## src/rtl/id_stage_pipe_if.sv

```systemverilog
// Handshake/bus bundle for the ID stage: IF-side offer, regfile read port,
// EX/MEM forwarding taps, flush and the decoded output bundle.
interface id_stage_pipe_if #(
  parameter int DATA_W   = 32,
  parameter int REG_AW   = 5,
  parameter int ALUSEL_W = 3,
  parameter int ALUOP_W  = 8
) ();
  logic                in_valid;
  logic                in_ready;
  logic [31:0]         in_pc;
  logic [31:0]         in_inst;
  logic [REG_AW-1:0]   raddr1;
  logic [REG_AW-1:0]   raddr2;
  logic [DATA_W-1:0]   rdata1;
  logic [DATA_W-1:0]   rdata2;
  logic                ex_we;
  logic [REG_AW-1:0]   ex_waddr;
  logic [DATA_W-1:0]   ex_wdata;
  logic                ex_is_load;
  logic                mem_we;
  logic [REG_AW-1:0]   mem_waddr;
  logic [DATA_W-1:0]   mem_wdata;
  logic                flush;
  logic                out_valid;
  logic                out_ready;
  logic [31:0]         out_pc;
  logic [ALUSEL_W-1:0] out_alusel;
  logic [ALUOP_W-1:0]  out_aluop;
  logic [DATA_W-1:0]   out_src1;
  logic [DATA_W-1:0]   out_src2;
  logic [REG_AW-1:0]   out_waddr;
  logic                out_we;
  logic                out_illegal;

  // Surrounding pipeline: drives the offer, regfile data and forwarding taps
  modport master (
    output in_valid, in_pc, in_inst, rdata1, rdata2,
           ex_we, ex_waddr, ex_wdata, ex_is_load,
           mem_we, mem_waddr, mem_wdata, flush, out_ready,
    input  in_ready, raddr1, raddr2, out_valid, out_pc, out_alusel,
           out_aluop, out_src1, out_src2, out_waddr, out_we, out_illegal
  );

  // The decode stage itself
  modport slave (
    input  in_valid, in_pc, in_inst, rdata1, rdata2,
           ex_we, ex_waddr, ex_wdata, ex_is_load,
           mem_we, mem_waddr, mem_wdata, flush, out_ready,
    output in_ready, raddr1, raddr2, out_valid, out_pc, out_alusel,
           out_aluop, out_src1, out_src2, out_waddr, out_we, out_illegal
  );
endinterface

```

## src/rtl/id_stage_pipe.sv

```systemverilog
// LoongArch32 integer-subset decode stage with valid/ready, flush and load-use stall.
// Define ID_STAGE_BYPASS_EN for EX/MEM forwarding; otherwise any pending write to a used source stalls.
module id_stage_pipe #(
  parameter int DATA_W   = 32,
  parameter int REG_AW   = 5,
  parameter int ALUSEL_W = 3,
  parameter int ALUOP_W  = 8
) (
  input  logic           clk,
  input  logic           rst,
  id_stage_pipe_if.slave bus
);

  localparam logic [ALUSEL_W-1:0] SEL_NOP   = '0;
  localparam logic [ALUSEL_W-1:0] SEL_LOGIC = ALUSEL_W'(1);
  localparam logic [ALUSEL_W-1:0] SEL_ARITH = ALUSEL_W'(2);
  localparam logic [ALUOP_W-1:0]  OP_NOP    = '0;
  localparam logic [ALUOP_W-1:0]  OP_ADD    = ALUOP_W'(1);
  localparam logic [ALUOP_W-1:0]  OP_SUB    = ALUOP_W'(2);
  localparam logic [ALUOP_W-1:0]  OP_AND    = ALUOP_W'(3);
  localparam logic [ALUOP_W-1:0]  OP_OR     = ALUOP_W'(4);
  localparam logic [ALUOP_W-1:0]  OP_XOR    = ALUOP_W'(5);

  typedef struct packed {
    logic [31:0]         pc;
    logic [ALUSEL_W-1:0] alusel;
    logic [ALUOP_W-1:0]  aluop;
    logic [DATA_W-1:0]   src1;
    logic [DATA_W-1:0]   src2;
    logic [REG_AW-1:0]   waddr;
    logic                we;
    logic                illegal;
  } bundle_t;

  logic [31:0]         inst;
  logic [REG_AW-1:0]   rd;
  logic                dec_legal;
  logic [ALUSEL_W-1:0] dec_sel;
  logic [ALUOP_W-1:0]  dec_op;
  logic                use_imm;
  logic                use_lui;
  logic [DATA_W-1:0]   imm;
  logic                use_src [2];
  logic [REG_AW-1:0]   raddr   [2];
  logic [DATA_W-1:0]   rdata   [2];
  logic [DATA_W-1:0]   opnd    [2];
  logic                hit_ex  [2];
  logic                hit_mem [2];
  logic                stall;
  logic                in_ready;
  logic                capture;
  logic                valid_q, valid_d;
  bundle_t             bundle_q, bundle_d;

  assign inst     = bus.in_inst;
  assign rd       = REG_AW'(inst[4:0]);
  assign raddr[0] = REG_AW'(inst[9:5]);
  assign raddr[1] = REG_AW'(inst[14:10]);
  assign rdata[0] = bus.rdata1;
  assign rdata[1] = bus.rdata2;

  // The three key fields never alias: register-register keys have inst[31:22] == 0
  always_comb begin
    dec_legal  = 1'b0;
    dec_sel    = SEL_NOP;
    dec_op     = OP_NOP;
    use_src[0] = 1'b0;
    use_src[1] = 1'b0;
    use_imm    = 1'b0;
    use_lui    = 1'b0;
    imm        = '0;
    case (inst[31:15])
      17'h00020: begin dec_legal = 1'b1; dec_sel = SEL_ARITH; dec_op = OP_ADD; end
      17'h00022: begin dec_legal = 1'b1; dec_sel = SEL_ARITH; dec_op = OP_SUB; end
      17'h00029: begin dec_legal = 1'b1; dec_sel = SEL_LOGIC; dec_op = OP_AND; end
      17'h0002A: begin dec_legal = 1'b1; dec_sel = SEL_LOGIC; dec_op = OP_OR;  end
      17'h0002B: begin dec_legal = 1'b1; dec_sel = SEL_LOGIC; dec_op = OP_XOR; end
      default: ;
    endcase
    if (dec_legal) begin
      use_src[0] = 1'b1;
      use_src[1] = 1'b1;
    end else begin
      case (inst[31:22])
        10'h00A: begin dec_legal = 1'b1; dec_sel = SEL_ARITH; dec_op = OP_ADD; end
        10'h00D: begin dec_legal = 1'b1; dec_sel = SEL_LOGIC; dec_op = OP_AND; end
        10'h00E: begin dec_legal = 1'b1; dec_sel = SEL_LOGIC; dec_op = OP_OR;  end
        10'h00F: begin dec_legal = 1'b1; dec_sel = SEL_LOGIC; dec_op = OP_XOR; end
        default: ;
      endcase
      if (dec_legal) begin
        use_src[0] = 1'b1;
        use_imm    = 1'b1;
        imm        = (inst[31:22] == 10'h00A) ? {{(DATA_W-12){inst[21]}}, inst[21:10]}
                                              : {{(DATA_W-12){1'b0}}, inst[21:10]};
      end else if (inst[31:25] == 7'h0A) begin
        dec_legal = 1'b1;
        dec_sel   = SEL_LOGIC;
        dec_op    = OP_OR;
        use_lui   = 1'b1;
        imm       = {{(DATA_W-31){inst[24]}}, inst[23:5], 12'b0};
      end
    end
  end

  genvar gi;
  generate
    for (gi = 0; gi < 2; gi++) begin : g_opnd
      assign hit_ex[gi]  = use_src[gi] & bus.ex_we & (bus.ex_waddr == raddr[gi])
                         & (bus.ex_waddr != '0);
      assign hit_mem[gi] = use_src[gi] & bus.mem_we & (bus.mem_waddr == raddr[gi])
                         & (bus.mem_waddr != '0);
`ifdef ID_STAGE_BYPASS_EN
      assign opnd[gi] = (raddr[gi] == '0) ? '0 :
                        (bus.ex_we  && bus.ex_waddr  == raddr[gi]) ? bus.ex_wdata :
                        (bus.mem_we && bus.mem_waddr == raddr[gi]) ? bus.mem_wdata :
                        rdata[gi];
`else
      assign opnd[gi] = (raddr[gi] == '0) ? '0 : rdata[gi];
`endif
    end
  endgenerate

`ifdef ID_STAGE_BYPASS_EN
  // Only a load in EX cannot be forwarded in time
  logic unused_mem_hit;
  assign unused_mem_hit = hit_mem[0] | hit_mem[1];
  assign stall = bus.ex_is_load & (hit_ex[0] | hit_ex[1]);
`else
  logic unused_fwd;
  assign unused_fwd = ^{bus.ex_wdata, bus.mem_wdata, bus.ex_is_load};
  assign stall = hit_ex[0] | hit_ex[1] | hit_mem[0] | hit_mem[1];
`endif

  assign in_ready = ~stall & (~valid_q | bus.out_ready);
  assign capture  = bus.in_valid & in_ready & ~bus.flush;

  always_comb begin
    valid_d  = valid_q;
    bundle_d = bundle_q;
    if (bus.flush)
      valid_d = 1'b0;
    else if (capture)
      valid_d = 1'b1;
    else if (valid_q & bus.out_ready)
      valid_d = 1'b0;
    if (capture) begin
      bundle_d.pc      = bus.in_pc;
      bundle_d.alusel  = dec_sel;
      bundle_d.aluop   = dec_op;
      bundle_d.src1    = use_lui ? imm : (use_src[0] ? opnd[0] : '0);
      bundle_d.src2    = use_src[1] ? opnd[1] : (use_imm ? imm : '0);
      bundle_d.waddr   = rd;
      bundle_d.we      = dec_legal & (rd != '0);
      bundle_d.illegal = ~dec_legal;
    end
  end

  always_ff @(posedge clk) begin
    if (rst) begin
      valid_q  <= 1'b0;
      bundle_q <= '0;
    end else begin
      valid_q  <= valid_d;
      bundle_q <= bundle_d;
    end
  end

  assign bus.in_ready    = in_ready;
  assign bus.raddr1      = raddr[0];
  assign bus.raddr2      = raddr[1];
  assign bus.out_valid   = valid_q;
  assign bus.out_pc      = bundle_q.pc;
  assign bus.out_alusel  = bundle_q.alusel;
  assign bus.out_aluop   = bundle_q.aluop;
  assign bus.out_src1    = bundle_q.src1;
  assign bus.out_src2    = bundle_q.src2;
  assign bus.out_waddr   = bundle_q.waddr;
  assign bus.out_we      = bundle_q.we;
  assign bus.out_illegal = bundle_q.illegal;

endmodule
```

## src/flat_wrapper.sv

```systemverilog
// flat-port wrapper written by rule: the top's interface ports become plain ports
module id_stage_pipe_flat 
#(
  parameter int DATA_W   = 32,
  parameter int REG_AW   = 5,
  parameter int ALUSEL_W = 3,
  parameter int ALUOP_W  = 8
)
  (clk, rst, bus_in_valid, bus_in_pc, bus_in_inst, bus_rdata1, bus_rdata2, bus_ex_we, bus_ex_waddr, bus_ex_wdata, bus_ex_is_load, bus_mem_we, bus_mem_waddr, bus_mem_wdata, bus_flush, bus_out_ready, bus_in_ready, bus_raddr1, bus_raddr2, bus_out_valid, bus_out_pc, bus_out_alusel, bus_out_aluop, bus_out_src1, bus_out_src2, bus_out_waddr, bus_out_we, bus_out_illegal);
  id_stage_pipe_if #(.DATA_W(DATA_W), .REG_AW(REG_AW), .ALUSEL_W(ALUSEL_W), .ALUOP_W(ALUOP_W)) bus_i ();
  input  logic clk;
  input  logic rst;
  input wire logic [$bits(bus_i.in_valid)-1:0] bus_in_valid;
  input wire logic [$bits(bus_i.in_pc)-1:0] bus_in_pc;
  input wire logic [$bits(bus_i.in_inst)-1:0] bus_in_inst;
  input wire logic [$bits(bus_i.rdata1)-1:0] bus_rdata1;
  input wire logic [$bits(bus_i.rdata2)-1:0] bus_rdata2;
  input wire logic [$bits(bus_i.ex_we)-1:0] bus_ex_we;
  input wire logic [$bits(bus_i.ex_waddr)-1:0] bus_ex_waddr;
  input wire logic [$bits(bus_i.ex_wdata)-1:0] bus_ex_wdata;
  input wire logic [$bits(bus_i.ex_is_load)-1:0] bus_ex_is_load;
  input wire logic [$bits(bus_i.mem_we)-1:0] bus_mem_we;
  input wire logic [$bits(bus_i.mem_waddr)-1:0] bus_mem_waddr;
  input wire logic [$bits(bus_i.mem_wdata)-1:0] bus_mem_wdata;
  input wire logic [$bits(bus_i.flush)-1:0] bus_flush;
  input wire logic [$bits(bus_i.out_ready)-1:0] bus_out_ready;
  output wire logic [$bits(bus_i.in_ready)-1:0] bus_in_ready;
  output wire logic [$bits(bus_i.raddr1)-1:0] bus_raddr1;
  output wire logic [$bits(bus_i.raddr2)-1:0] bus_raddr2;
  output wire logic [$bits(bus_i.out_valid)-1:0] bus_out_valid;
  output wire logic [$bits(bus_i.out_pc)-1:0] bus_out_pc;
  output wire logic [$bits(bus_i.out_alusel)-1:0] bus_out_alusel;
  output wire logic [$bits(bus_i.out_aluop)-1:0] bus_out_aluop;
  output wire logic [$bits(bus_i.out_src1)-1:0] bus_out_src1;
  output wire logic [$bits(bus_i.out_src2)-1:0] bus_out_src2;
  output wire logic [$bits(bus_i.out_waddr)-1:0] bus_out_waddr;
  output wire logic [$bits(bus_i.out_we)-1:0] bus_out_we;
  output wire logic [$bits(bus_i.out_illegal)-1:0] bus_out_illegal;
  assign bus_i.in_valid = bus_in_valid;
  assign bus_i.in_pc = bus_in_pc;
  assign bus_i.in_inst = bus_in_inst;
  assign bus_i.rdata1 = bus_rdata1;
  assign bus_i.rdata2 = bus_rdata2;
  assign bus_i.ex_we = bus_ex_we;
  assign bus_i.ex_waddr = bus_ex_waddr;
  assign bus_i.ex_wdata = bus_ex_wdata;
  assign bus_i.ex_is_load = bus_ex_is_load;
  assign bus_i.mem_we = bus_mem_we;
  assign bus_i.mem_waddr = bus_mem_waddr;
  assign bus_i.mem_wdata = bus_mem_wdata;
  assign bus_i.flush = bus_flush;
  assign bus_i.out_ready = bus_out_ready;
  assign bus_in_ready = bus_i.in_ready;
  assign bus_raddr1 = bus_i.raddr1;
  assign bus_raddr2 = bus_i.raddr2;
  assign bus_out_valid = bus_i.out_valid;
  assign bus_out_pc = bus_i.out_pc;
  assign bus_out_alusel = bus_i.out_alusel;
  assign bus_out_aluop = bus_i.out_aluop;
  assign bus_out_src1 = bus_i.out_src1;
  assign bus_out_src2 = bus_i.out_src2;
  assign bus_out_waddr = bus_i.out_waddr;
  assign bus_out_we = bus_i.out_we;
  assign bus_out_illegal = bus_i.out_illegal;
  id_stage_pipe #(.DATA_W(DATA_W), .REG_AW(REG_AW), .ALUSEL_W(ALUSEL_W), .ALUOP_W(ALUOP_W)) u_core (.clk(clk), .rst(rst), .bus(bus_i));
endmodule
```

## config.mk

```make
export PLATFORM = sky130hd
export DESIGN_NAME = id_stage_pipe_flat
export DESIGN_NICKNAME = d
export VERILOG_FILES = /design/src/rtl/id_stage_pipe_if.sv /design/src/rtl/id_stage_pipe.sv /design/src/flat_wrapper.sv
export SDC_FILE = /design/constraint.sdc
export NUM_CORES = 1
export LEC_CHECK = 0
export ABC_AREA = 1
export BUFFER_PORTS_ARGS = -buffer_cell sky130_fd_sc_hd__clkbuf_2
export CAP_MARGIN = 10
export CORE_MARGIN = 3
export CORE_UTILIZATION = 25
export CTS_BUF_LIST = sky130_fd_sc_hd__clkbuf_2 sky130_fd_sc_hd__clkbuf_4 sky130_fd_sc_hd__clkbuf_8
export DETAILED_ROUTE_END_ITERATION = 12
export SLEW_MARGIN = 25
export SYNTH_ARGS = -nofsm -noshare
export SYNTH_HDL_FRONTEND = slang
export SYNTH_SLANG_ARGS = --single-unit
```

## constraint.sdc

```tcl
create_clock -name clk -period 2.74 [get_ports clk]
set_clock_uncertainty 0.1 [all_clocks]
set_input_delay 0.411 -clock clk [delete_from_list [all_inputs] [get_ports clk]]
set_output_delay 0.411 -clock clk [all_outputs]
set_load 0.1 [all_outputs]
```

==> impl_metrics.csv <==
group,metric,value,unit
outcome,outcome,"complete, no violations",
clock_tree,clk_latency,370,ps
critical_path,r2r_start,"u_core.bus.out_valid",
detailed_routing,wl_per_cell,15.2,µm
grt,grt_pass1_vias,6388,
grt,grt_pass1_wl,35.4,mm
clock_tree,cts_tree,"done",
clock_tree,htreeDepth,3,
clock_tree,clock_sinks,109,
synthesis,synth_seq_cells,109,
detailed_routing,vias,6958,
critical_path,end_kind,"primary output",
critical_path,slowest_delay,230,ps
timing,fin_setup_tns,0,ps
die,initial_utilization,25.7,%
die,boundaryPins,336,
timing,setup-violations-final,0,
worst_hold_path,hold_depth,5,
critical_path,cp-start-kind,"input port",
grt,grt_max_degree,105,
detailed_routing,totalWireLength,22.8,mm
cells_and_area,design_area,7810,µm²
pwr,vdd_drop_max,0.226,mV
timing,slew_violations,0,
critical_path,path_class,"in -> out",
critical_path,crit_fanout,19,
timing,slew_headroom,51.9,%
cells_and_area,multi_input_area,3120,µm²
place,io_buffers,264,
timing,fin_crit,2580,ps
grt,antenna_found_initial,0,
cells_and_area,drive_gt1_share,27.1,%
cells_and_area,fin_nets,1389,
worst_hold_path,min_path_type,"in -> reg",
synthesis,ys_async_sr_fraction,0,%
synthesis,yosysTopAreaCell,"dfxtp_1",
timing,whs,241,ps
clock_tree,cts_setup_buffers,0,
detailed_routing,top_layer_used,"met4",
pwr,powerDensity,540,nW/µm²
critical_path,worst_ep_arrival_time,2070,ps
synthesis,syn-mean-instance-area,6.32,µm²
synthesis,ys_seq_area_share,35.8,%
synthesis,syn_inst,963,
timing,clock.fmax,387,MHz
clock_tree,clk_path_buf_depth,2,
timing,fin_crit_sh,94.2,%
detailed_routing,first_pass_iters,5,
clock_tree,root_buffer,"clkbuf_8",
die,std_cell_rows,56,
critical_path,rrSetupSlack,1110,ps
synthesis,netlist_area,6090,µm²
critical_path,reg2reg_depth,8,
detailed_routing,via_per_inst,4.63,
timing,max_slew.worst_pin.slew,722,ps
synthesis,synth_top_cell_area_share,35.8,%
pwr,p_leak,4.09,nW
critical_path,crit_chain,"clkbuf_2 -> nor2_1 -> nand2_1 -> nor2_2 -> nand3_2 -> nand2_2 -> inv_2 -> nand2_4 -> nand2_1 -> nand2_1 -> inv_2 -> nor2_2 -> nor2_4 -> buf_12 -> buf_12",
place,gp_congestion,0.857,
cells_and_area,area_growth,28.2,%
critical_path,path_common_cell,"nand2_1",
cells_and_area,fillerInstances,2705,
run,maxCapViolations,0,
synthesis,synth-main-ff-cell,"dfxtp_1",
detailed_routing,wl_met1,10.2,mm
grt,overflow,0,
synthesis,yosys_warnings,0,
synthesis,post-synth-top-count-cell,"nor2_1",
detailed_routing,dr_wl_met2,10.4,mm
die,core-area,23700,µm²
grt,gr-usage-all-layers,16.9,%
pwr,total_power,0.00422,W
critical_path,crit_required,2230,ps
timing,rsz0062_at_grt,"no",
place,placed_area,7610,µm²
synthesis,ys_types,32,
die,die-area,26300,µm²
detailed_routing,ant_nets,0,
synthesis,synth-edff-count,0,
clock_tree,clkSlewWorstSetupHoldPaths,120,ps
critical_path,r2r-end,"u_core.bus.out_waddr[1]",
worst_hold_path,holdCritStartpoint,"bus_in_pc[29]",
timing,hold_viol,0,
critical_path,crit_slowest_cell,"nor2_1",
worst_hold_path,hold_end,"u_core.bus.out_pc[29]",
place,dpl.hpwl,16.9,mm
cells_and_area,antenna_cells,0,
cells_and_area,regArea,2180,µm²
detailed_routing,drt_iter0_drc,568,
synthesis,synthTopCellsByArea,"dfxtp_1, nor2_1, nand4_1, nand2_1, inv_1",
detailed_routing,wl_met3,1.73,mm
synthesis,yosys-top-cells-count,"nor2_1, nand2_1, nand4_1",
die,die_w,162,µm
die,fp.dieH,162,µm
detailed_routing,drc,0,
clock_tree,numCtsBuffers,9,
[through the flow]
| step | std cells | worst slack, ps | util [%] |
|---|---|---|---|
| floorplan | 968 | 360 | - |
| global placement | 1487 | 141 | 32.2 |
| CTS | 1502 | 117 | 32.9 |
| global route | 1502 | 6.93 | 33.0 |
| finish | 1502 | 158 | 33.0 |
| detailed placement | 1487 | 127 | 32.2 |
[area by class of cell]
cell class | count | area share (%)
clock buffer | 10 | 1.76
timing repair buffer | 285 | 20.1
sequential | 109 | 28.0
tap | 319 | 5.11
multi-input combinational | 681 | 40.0
clock inverter | 5 | 0.561
inverter | 93 | 4.50
[state kept, by name, indices dropped and copies added, names as in the netlist]
name	flops
u_core.bus.out_aluop	3
u_core.bus.out_src2	32
u_core.bus.out_we	1
u_core.bus.out_valid	1
u_core.bus.out_pc	32
u_core.bus.out_src1	32
u_core.bus.out_illegal	1
u_core.bus.out_waddr	5
u_core.bus.out_alusel	2
[cells in the final DEF, fill, tap and decap left out, drive strengths merged, types with 6 or more instances in the layout]
cell and instances:
nor2 286, nand2 179, inv 94, a31oi 32, a21oi 23, dfxtp 109
conb 6, buf 23, nand4 115, nor3 6, clkbuf 272, nand3 13
[logic make-up after synthesis]
group | after synthesis | synth area share [%]
XOR/XNOR | 8 | 1.15
AO/OA/AOI/OAI | 63 | 6.00
buffers and inverters | 178 | 13.5
flip-flops | 109 | 35.8
AND/OR/NAND/NOR | 604 | 43.4
other | 1 | 0.0616
[worst max-delay path, delay by kind of cell]
| family | cells | cell delay [ps] |
|---|---|---|
| buffers and inverters | 5 | 520 |
| AND/OR/NAND/NOR | 10 | 1120 |
[power breakdown]
group	internal (W)	switching [W]
Sequential	0.00168	0.0000503
Clock	0.000365	0.000597
Combinational	0.000295	0.00122
Total	0.00234	0.00187
[metal layers]
layer / up-vias / global-route usage, %
li1: 3520 / -
met1: 3113 / 23.3
met2: 299 / 26.7
met3: 26 / 3.16
met4: 0 / 5.78
met5: - / 0
[repair_timing]
item                       4_1_cts  5_1_grt
resized for setup                0        4
hold buffers                     0        0
setup endpoints to repair        0        1
[how the worst max path moves through the flow]
| stage | to | startpoint | cells after the start | slack [ps] |
|---|---|---|---|---|
| after CTS | bus_in_ready | bus_in_inst[31] | 13 | 120 |
| after global placement | bus_in_ready | bus_in_inst[31] | 15 | 140 |
| after global routing | bus_in_ready | bus_in_inst[31] | 15 | 7 |
| after detailed placement | bus_in_ready | bus_in_inst[31] | 13 | 130 |
| final | bus_in_ready | bus_in_inst[31] | 15 | 160 |
| after floorplan | bus_in_ready | bus_in_inst[20] | 12 | 360 |
(Power assumes the default switching activity.)
